`config.mk`:
```
export PLATFORM = sky130hd
export DESIGN_NAME = pipe_stage_reg
export DESIGN_NICKNAME = d
export VERILOG_FILES = /design/src/rtl/pipe_stage_reg.sv
export SDC_FILE = /design/constraint.sdc
export NUM_CORES = 1
export LEC_CHECK = 0
export ABC_AREA = 1
export BUFFER_PORTS_ARGS = -buffer_cell sky130_fd_sc_hd__buf_2
export CORE_MARGIN = 2
export CORE_UTILIZATION = 30
export DETAILED_ROUTE_END_ITERATION = 10
export PLACE_DENSITY = 0.5
export SETUP_SLACK_MARGIN = 0.1
export SLEW_MARGIN = 20
export SYNTH_ARGS = -nofsm -noshare
export SYNTH_HDL_FRONTEND = slang
export SYNTH_SLANG_ARGS = --single-unit
```
`constraint.sdc`:
```
create_clock -name clk -period 2.96 [get_ports clk]
set_input_delay 0.296 -clock clk [delete_from_list [all_inputs] [get_ports clk]]
set_output_delay 0.296 -clock clk [all_outputs]
set_load 0.005 [all_outputs]
```
`src/rtl/pipe_stage_reg.sv`:
```
`default_nettype none
// ============================================================================
//  Module      : pipe_stage_reg
//  Description : Pipeline stage register with valid/ready handshake, an
//                optional 2-entry skid buffer (registered in_ready),
//                synchronous flush and an occupancy count. Strict FIFO order.
//  Revision    : 1.0 - initial release
// ============================================================================
module pipe_stage_reg #(
    parameter int               WIDTH     = 32,
    parameter logic [WIDTH-1:0] RESET_VAL = '0,
    parameter int               SKID      = 1
) (
    input  logic             clk,
    input  logic             reset,
    input  logic             flush,
    input  logic             in_valid,
    output logic             in_ready,
    input  logic [WIDTH-1:0] in_data,
    output logic             out_valid,
    input  logic             out_ready,
    output logic [WIDTH-1:0] out_data,
    output logic [1:0]       occupancy
);

    // State encoding doubles as the occupancy count.
    localparam logic [1:0] c_ST_EMPTY    = 2'd0;
    localparam logic [1:0] c_ST_FULL     = 2'd1;
    localparam logic [1:0] c_ST_SKIDFULL = 2'd2;

    logic [1:0]       r_state;
    logic [1:0]       w_next_state;
    logic [WIDTH-1:0] r_main;
    logic [WIDTH-1:0] w_skid_q;
    logic             w_in_fire;
    logic             w_out_fire;
    logic             w_load_main_in;
    logic             w_load_main_skid;
    logic             w_load_skid;

    assign w_in_fire  = in_valid & in_ready;
    assign w_out_fire = out_valid & out_ready;

    // State register: reset has priority over everything else.
    always_ff @(posedge clk) begin
        if (reset) begin
            r_state <= c_ST_EMPTY;
        end else begin
            r_state <= w_next_state;
        end
    end

    // Next-state logic: flush squashes all held entries, otherwise follow the handshakes.
    always_comb begin
        w_next_state = r_state;
        if (flush) begin
            w_next_state = c_ST_EMPTY;
        end else begin
            case (r_state)
                c_ST_EMPTY: begin
                    if (w_in_fire) w_next_state = c_ST_FULL;
                end
                c_ST_FULL: begin
                    if (w_out_fire && !w_in_fire) begin
                        w_next_state = c_ST_EMPTY;
                    end else if (w_in_fire && !w_out_fire && (SKID != 0)) begin
                        w_next_state = c_ST_SKIDFULL;
                    end
                end
                c_ST_SKIDFULL: begin
                    if (w_out_fire) w_next_state = c_ST_FULL;
                end
                default: w_next_state = c_ST_EMPTY;
            endcase
        end
    end

    // Output/datapath control decoded from the current state and handshakes.
    // Data is never touched during a flush so out_data stays as it was.
    always_comb begin
        out_valid        = (r_state != c_ST_EMPTY);
        occupancy        = r_state;
        w_load_main_in   = 1'b0;
        w_load_main_skid = 1'b0;
        w_load_skid      = 1'b0;
        if (!flush) begin
            case (r_state)
                c_ST_EMPTY:    w_load_main_in   = w_in_fire;
                c_ST_FULL: begin
                    w_load_main_in = w_in_fire & w_out_fire;
                    w_load_skid    = w_in_fire & ~w_out_fire & (SKID != 0);
                end
                c_ST_SKIDFULL: w_load_main_skid = w_out_fire;
                default: ;
            endcase
        end
    end

    // Main (head) register: captures only on an accepted entry or skid promotion.
    always_ff @(posedge clk) begin
        if (reset) begin
            r_main <= RESET_VAL;
        end else if (w_load_main_skid) begin
            r_main <= w_skid_q;
        end else if (w_load_main_in) begin
            r_main <= in_data;
        end
    end

    assign out_data = r_main;

    generate
        if (SKID != 0) begin : g_skid
            logic [WIDTH-1:0] r_skid;
            logic             r_in_ready;

            // Skid entry: holds the second accepted item while downstream stalls.
            always_ff @(posedge clk) begin
                if (reset) begin
                    r_skid <= '0;
                end else if (w_load_skid) begin
                    r_skid <= in_data;
                end
            end

            // Registered ready: low only when the stage will be holding two entries.
            always_ff @(posedge clk) begin
                if (reset) begin
                    r_in_ready <= 1'b1;
                end else begin
                    r_in_ready <= (w_next_state != c_ST_SKIDFULL);
                end
            end

            assign w_skid_q = r_skid;
            // Reset and flush mask ready directly so nothing is accepted in those cycles.
            assign in_ready = r_in_ready & ~reset & ~flush;
        end else begin : g_noskid
            assign w_skid_q = '0;
            assign in_ready = (~out_valid | out_ready) & ~reset & ~flush;
        end
    endgenerate

endmodule
`default_nettype wire

```
# After elaboration in Yosys (flattened, before gate mapping)

Cells that the tools add are included.

Logic and storage cells: 37
Output and inout bits: 36
Bits of input ports: 37
Register bits after elaboration: 67

Mux-type cells: 14
Bitwise gates (word level): 9
Equal/unequal tests: 3
Reduce and logical (&&, ||, !) cells: 7

Operators with widths:

| kind                 | count |
|---|---|
| $mux W32             | 2 |
| $mux W2              | 5 |
| $and A1 B1 Y1        | 6 |
| $pmux W2 S3          | 1 |
| $mux W1              | 5 |
| $reduce_bool A2 Y1   | 2 |
| $not A1 Y1           | 3 |
| $eq A2 B1 Y1 const B | 1 |
| $eq A2 B2 Y1 const B | 1 |
| $logic_and A1 B1 Y1  | 2 |
| $logic_not A1 Y1     | 2 |
| $logic_not A2 Y1     | 1 |
| $ne A2 B2 Y1 const B | 1 |
| $pmux W1 S2          | 1 |

# Logic depth before layout (Yosys ltp)

Word-level depth: 10
Mapped depth: 9
Gate-level depth less buffers: 8

# Worst setup path before layout

No wires, ideal clock.

Path kind: register to register
From: reg r_state[0] (netlist: occupancy[0])
To: reg r_main[12] (netlist: out_data[12])
Buffers on the path: 1
Arrival time: 1.095 ns
Stages on the path, launching flop included: 9
Path slack: 1.752 ns
Library setup time: 0.113 ns
Data required time: 2.847 ns
Period minus slack after synthesis: 1.208 ns
Cell sequence: dfxtp_1 inv_2 nand2_1 nand2_1 nand3_1 buf_4 nand3_1 nand2_1 nor2_1

Cells in the longest elaborated chain, start to end: 6
Elaborated cells on any way between the ends: 12
Those cells by class: eq/ne: 2; mux: 5; bitwise: 2; reduce/logical: 3

RTL lines:

| item                         | RTL line | RTL |
|---|---|---|
| from (decl)                  | 31       | `logic [1:0] r_state;` |
| from (signal assigned)       | 47       | `r_state <= c_ST_EMPTY;` |
| from (signal assigned)       | 49       | `r_state <= w_next_state;` |
| $reduce_bool A2 Y1 *         | 81       | `out_valid = (r_state != c_ST_EMPTY);` |
| net out_valid                | 20       | `output logic out_valid,` |
| $and A1 B1 Y1 *              | 42       | `assign w_out_fire = out_valid & out_ready;` |
| $and A1 B1 Y1                | 90       | `w_load_main_in = w_in_fire & w_out_fire;` |
| $pmux W1 S2                  | 87       | `case (r_state)` |
| $mux W1                      | 86       | `if (!flush) begin` |
| $reduce_bool A2 Y1 (no line) | --       |  |
| to (signal assigned)         | 104      | `r_main <= w_skid_q;` |
| to (signal assigned)         | 106      | `r_main <= in_data;` |
| to (decl)                    | 33       | `logic [WIDTH-1:0] r_main;` |

The timed path passes the listed nets; every way through them passes the cells marked *.
A chain may end at the register's enable or synchronous reset.

# Worst setup path after layout

From: reg r_state[0] (netlist: occupancy[0])
To: reg r_main[18] (netlist: out_data[18])

Cells in the longest elaborated chain, start to end: 6
Elaborated cells on any way between the ends: 12
Those cells by class: eq/ne: 2; mux: 5; bitwise: 2; reduce/logical: 3

RTL lines:

| item                         | RTL line |
|---|---|
| $reduce_bool A2 Y1           | 81 |
| $and A1 B1 Y1                | 42 |
| $and A1 B1 Y1                | 90 |
| $pmux W1 S2                  | 87 |
| $mux W1                      | 86 |
| $reduce_bool A2 Y1 (no line) | -- |

Parallel ways exist; a longest one is shown, timed or not.

==> results.sh <==
export IMPL_hp_class="in -> reg"
export IMPL_worstPathRequired_ns=3.24
export IMPL_endpoint="out_data[18]$_SDFFE_PP0P_"
export IMPL_pwr_share_comb=0.089
export IMPL_synthMuxAreaShare=0
export IMPL_min_period_ns=1.90
export IMPL_core_sq_um=10200
export IMPL_layout_drive_gt1_share=0.192
export IMPL_fin_tns_setup_ns=0
export IMPL_synth_fa_ha_area_frac=0
export IMPL_r2r_setup_slack_ns=1.06
export IMPL_numClockSinks=67
export IMPL_critPathArrivalTime_ns=2.18
export IMPL_synth_edf_count=0
export IMPL_fin_crit_sh=0.642
export IMPL_syn_num_nets=519
export IMPL_crit_path_end_kind="flip-flop"
export IMPL_drtAntennaViolNets=0
export IMPL_seq_area_frac_synth=0.428
export IMPL_syn_inst=482
export IMPL_r2r_end="out_data[18]$_SDFFE_PP0P_"
export IMPL_final_hold_viol_count=0
export IMPL_synth_largest_area_cell="dfxtp_1"
export IMPL_finalWeightedCongestion=0.787
export IMPL_startpoint_type="flip-flop"
export IMPL_num_io_pins=73
export IMPL_syn_to_final_growth_pct=19.3
export IMPL_crit_type="reg -> reg"
export IMPL_synth_top_family_by_area="simple AND/OR/NAND/NOR gates"
export IMPL_synth_seq_cells=67
export IMPL_antenna_found_initial=0
export IMPL_synthTopCellsByCount="nand2_1, nor2_1, dfxtp_1"
export IMPL_drt_wl_total_um=8480
export IMPL_power_frac_seq=0.472
export IMPL_cp_max_fo=33
export IMPL_drc=0
export IMPL_synthArstFlopShare=0
export IMPL_r2r_cells=6
export IMPL_synth_top_area_share=0.428
export IMPL_dpl_hpwl_um=5040
export IMPL_yosysUniqueCellTypes=18
export IMPL_clkTransAtPathRegs_ns=0.08
export IMPL_intPower_mw=1.49
export IMPL_yosys_warnings=0
export IMPL_hold_buffers=0
export IMPL_synth_cell_area_sq_um=3130
export IMPL_p_leak_nw=1.95
export IMPL_pwr_share_clk=0.438
export IMPL_status="finished, final reports clean"
export IMPL_grt_max_degree=65
export IMPL_dieArea_sq_um=11300
export IMPL_synth_xor_area_share=0
export IMPL_cts_buffers=9
export IMPL_ir_drop_mv=0.218
export IMPL_avgSynthCellArea_sq_um=6.49
export IMPL_drtPass1Iterations=7
export IMPL_multi_input_area_sq_um=1460
export IMPL_avgRoutedWirePerCell_um=12.5
export IMPL_post_cts_resized=0
export IMPL_cap_violations=0
export IMPL_final_nets=575
export IMPL_place_inst=663
export IMPL_cts_max_level=3
export IMPL_row_count=37
export IMPL_p_per_area_nw_per_um2=531
export IMPL_grt_pass1_wl_um=14000
export IMPL_io_buffers=72
export IMPL_die_w_um=106
export IMPL_synthTopCellsByArea="dfxtp_1, nand2_1, nor2_1"
export IMPL_start_util=0.306
export IMPL_instances_no_fill=679
export IMPL_reg2reg_from="occupancy[0]$_SDFF_PP0_"
export IMPL_clk_latency_ns=0.34
export IMPL_grt_total_usage=0.155
export IMPL_yosysMostFrequentCell="nand2_1"
export IMPL_synth_compound_area_frac=0.0560
export IMPL_die_y_um=106
export IMPL_vias=3013
export IMPL_crit_path_start="occupancy[0]$_SDFF_PP0_"
export IMPL_clockBufferDepth=2
export IMPL_worstMarginPinSlew_ns=0.805
export IMPL_post_cts_repair_setup_buffers=0
export IMPL_maxSlewHeadroom=0.462
export IMPL_overflow=0
export IMPL_cts_tree="done"
export IMPL_max_freq_ghz=0.526
export IMPL_grt_pass1_vias=2894
export IMPL_fill_cells=1150
export IMPL_p_switching_mw=0.490
export IMPL_drt_first_iter_violations=101
export IMPL_clockRootBuffer="clkbuf_8"
export IMPL_rsz0062_at_grt="no"
export IMPL_synth_ff_type="dfxtp_1"
export IMPL_synth_simple_area_share=0.406
export IMPL_clock_skew_ns=0.00833
export IMPL_avgViaCountPerCell=4.44
export IMPL_drv_slew=0
export IMPL_antenna_diode_count=0
export IMPL_setup_violations_final=0
export IMPL_p_sw_frac=0.247
export IMPL_register_area_sq_um=1340
[kinds of logic (layout without fill, tap and decap cells)]
| group | count (synthesis) | after routing |
|---|---|---|
| AND/OR/NAND/NOR | 310 | 310 |
| AO/OA/AOI/OAI | 35 | 35 |
| flip-flops | 67 | 67 |
| buffers and inverters | 70 | 131 |
[worst max-delay path, stage by stage, from the launching register on]
cell and delay (ns):
dfxtp_1 0.45, nor2_1 0.09, nand2_2 0.07, inv_2 0.25
nor2_4 0.73, nor2_1 0.12, nor2_1 0.12
[registers in the layout, indices dropped and copies added, names as in the netlist]
name and flops:
out_data 32, g_skid.r_in_ready 1, occupancy 2, g_skid.r_skid 32
[area by class of cell]
cell class / count / area share
clock inverter: 6 / 0.0238
tap: 136 / 0.0456
multi-input combinational: 345 / 0.390
timing repair buffer: 77 / 0.107
sequential: 67 / 0.359
inverter: 38 / 0.0382
clock buffer: 10 / 0.0369
[placed cells by master, fill, tap and decap left out]
cell        synthesis  layout
nand3_1            33      33
nor2_1            101     101
buf_4              12       5
a21oi_1             1       1
o21ai_0            26      26
nor2_4              1       2
clkinvlp_4          0       2
clkbuf_8            0      10
dfxtp_1            67      67
inv_1              33      33
bufinv_16           0       2
clkinv_4            0       1
inv_2               5       5
nand3_2             2       2
o21ai_1             8       8
nand2_1           137     136
clkinv_2            0       1
nor3_1             34      34
nand2_2             0       1
buf_2               3      72
nor2_2              2       1
[worst min-delay path by stage]
stage / startpoint / to / slack, ns / cells after the start
6_report: reset / occupancy[0]$_SDFF_PP0_ / 0.17 / 2
3_3_place_gp: g_skid.r_skid[28]$_SDFFE_PP0P_ / g_skid.r_skid[28]$_SDFFE_PP0P_ / 0.48 / 2
5_1_grt: reset / occupancy[0]$_SDFF_PP0_ / 0.17 / 2
4_1_cts: reset / occupancy[0]$_SDFF_PP0_ / 0.15 / 2
2_1_floorplan: reset / occupancy[0]$_SDFF_PP0_ / 0.37 / 1
3_5_place_dp: g_skid.r_skid[25]$_SDFFE_PP0P_ / g_skid.r_skid[25]$_SDFFE_PP0P_ / 0.49 / 2
[metrics by stage]
stage | hold WS, ns | setup slack (ns) | power, mW | instance area [sq um] | util
2_1_floorplan | 0.373 | 1.75 | 1.06 | 3130 | -
3_3_place_gp | 0.478 | 0.956 | 1.14 | 3510 | 0.343
3_5_place_dp | 0.489 | 0.942 | 1.14 | 3510 | 0.343
4_1_cts | 0.151 | 1.03 | 2.01 | 3730 | 0.365
5_1_grt | 0.171 | 0.848 | 2.07 | 3730 | 0.365
6_report | 0.167 | 1.06 | 1.98 | 3730 | 0.365
[layer usage]
metal	vias to the layer above	part of all wire	GRT usage
met5	-	0	0
met1	1335	0.48	0.199
li1	1602	-	-
met4	0	0.018	0.0658
met3	13	0.038	0.0307
met2	63	0.46	0.254
[power by group through the flow]
stage / clock network [mW] / registers, mW / logic, mW
final: 0.870 / 0.937 / 0.177
after global placement: 0 / 0.959 / 0.178
after global routing: 0.930 / 0.941 / 0.203
after floorplan: 0 / 0.960 / 0.0977
after detailed placement: 0 / 0.959 / 0.179
after CTS: 0.896 / 0.938 / 0.180
(Power assumes the default switching activity.)
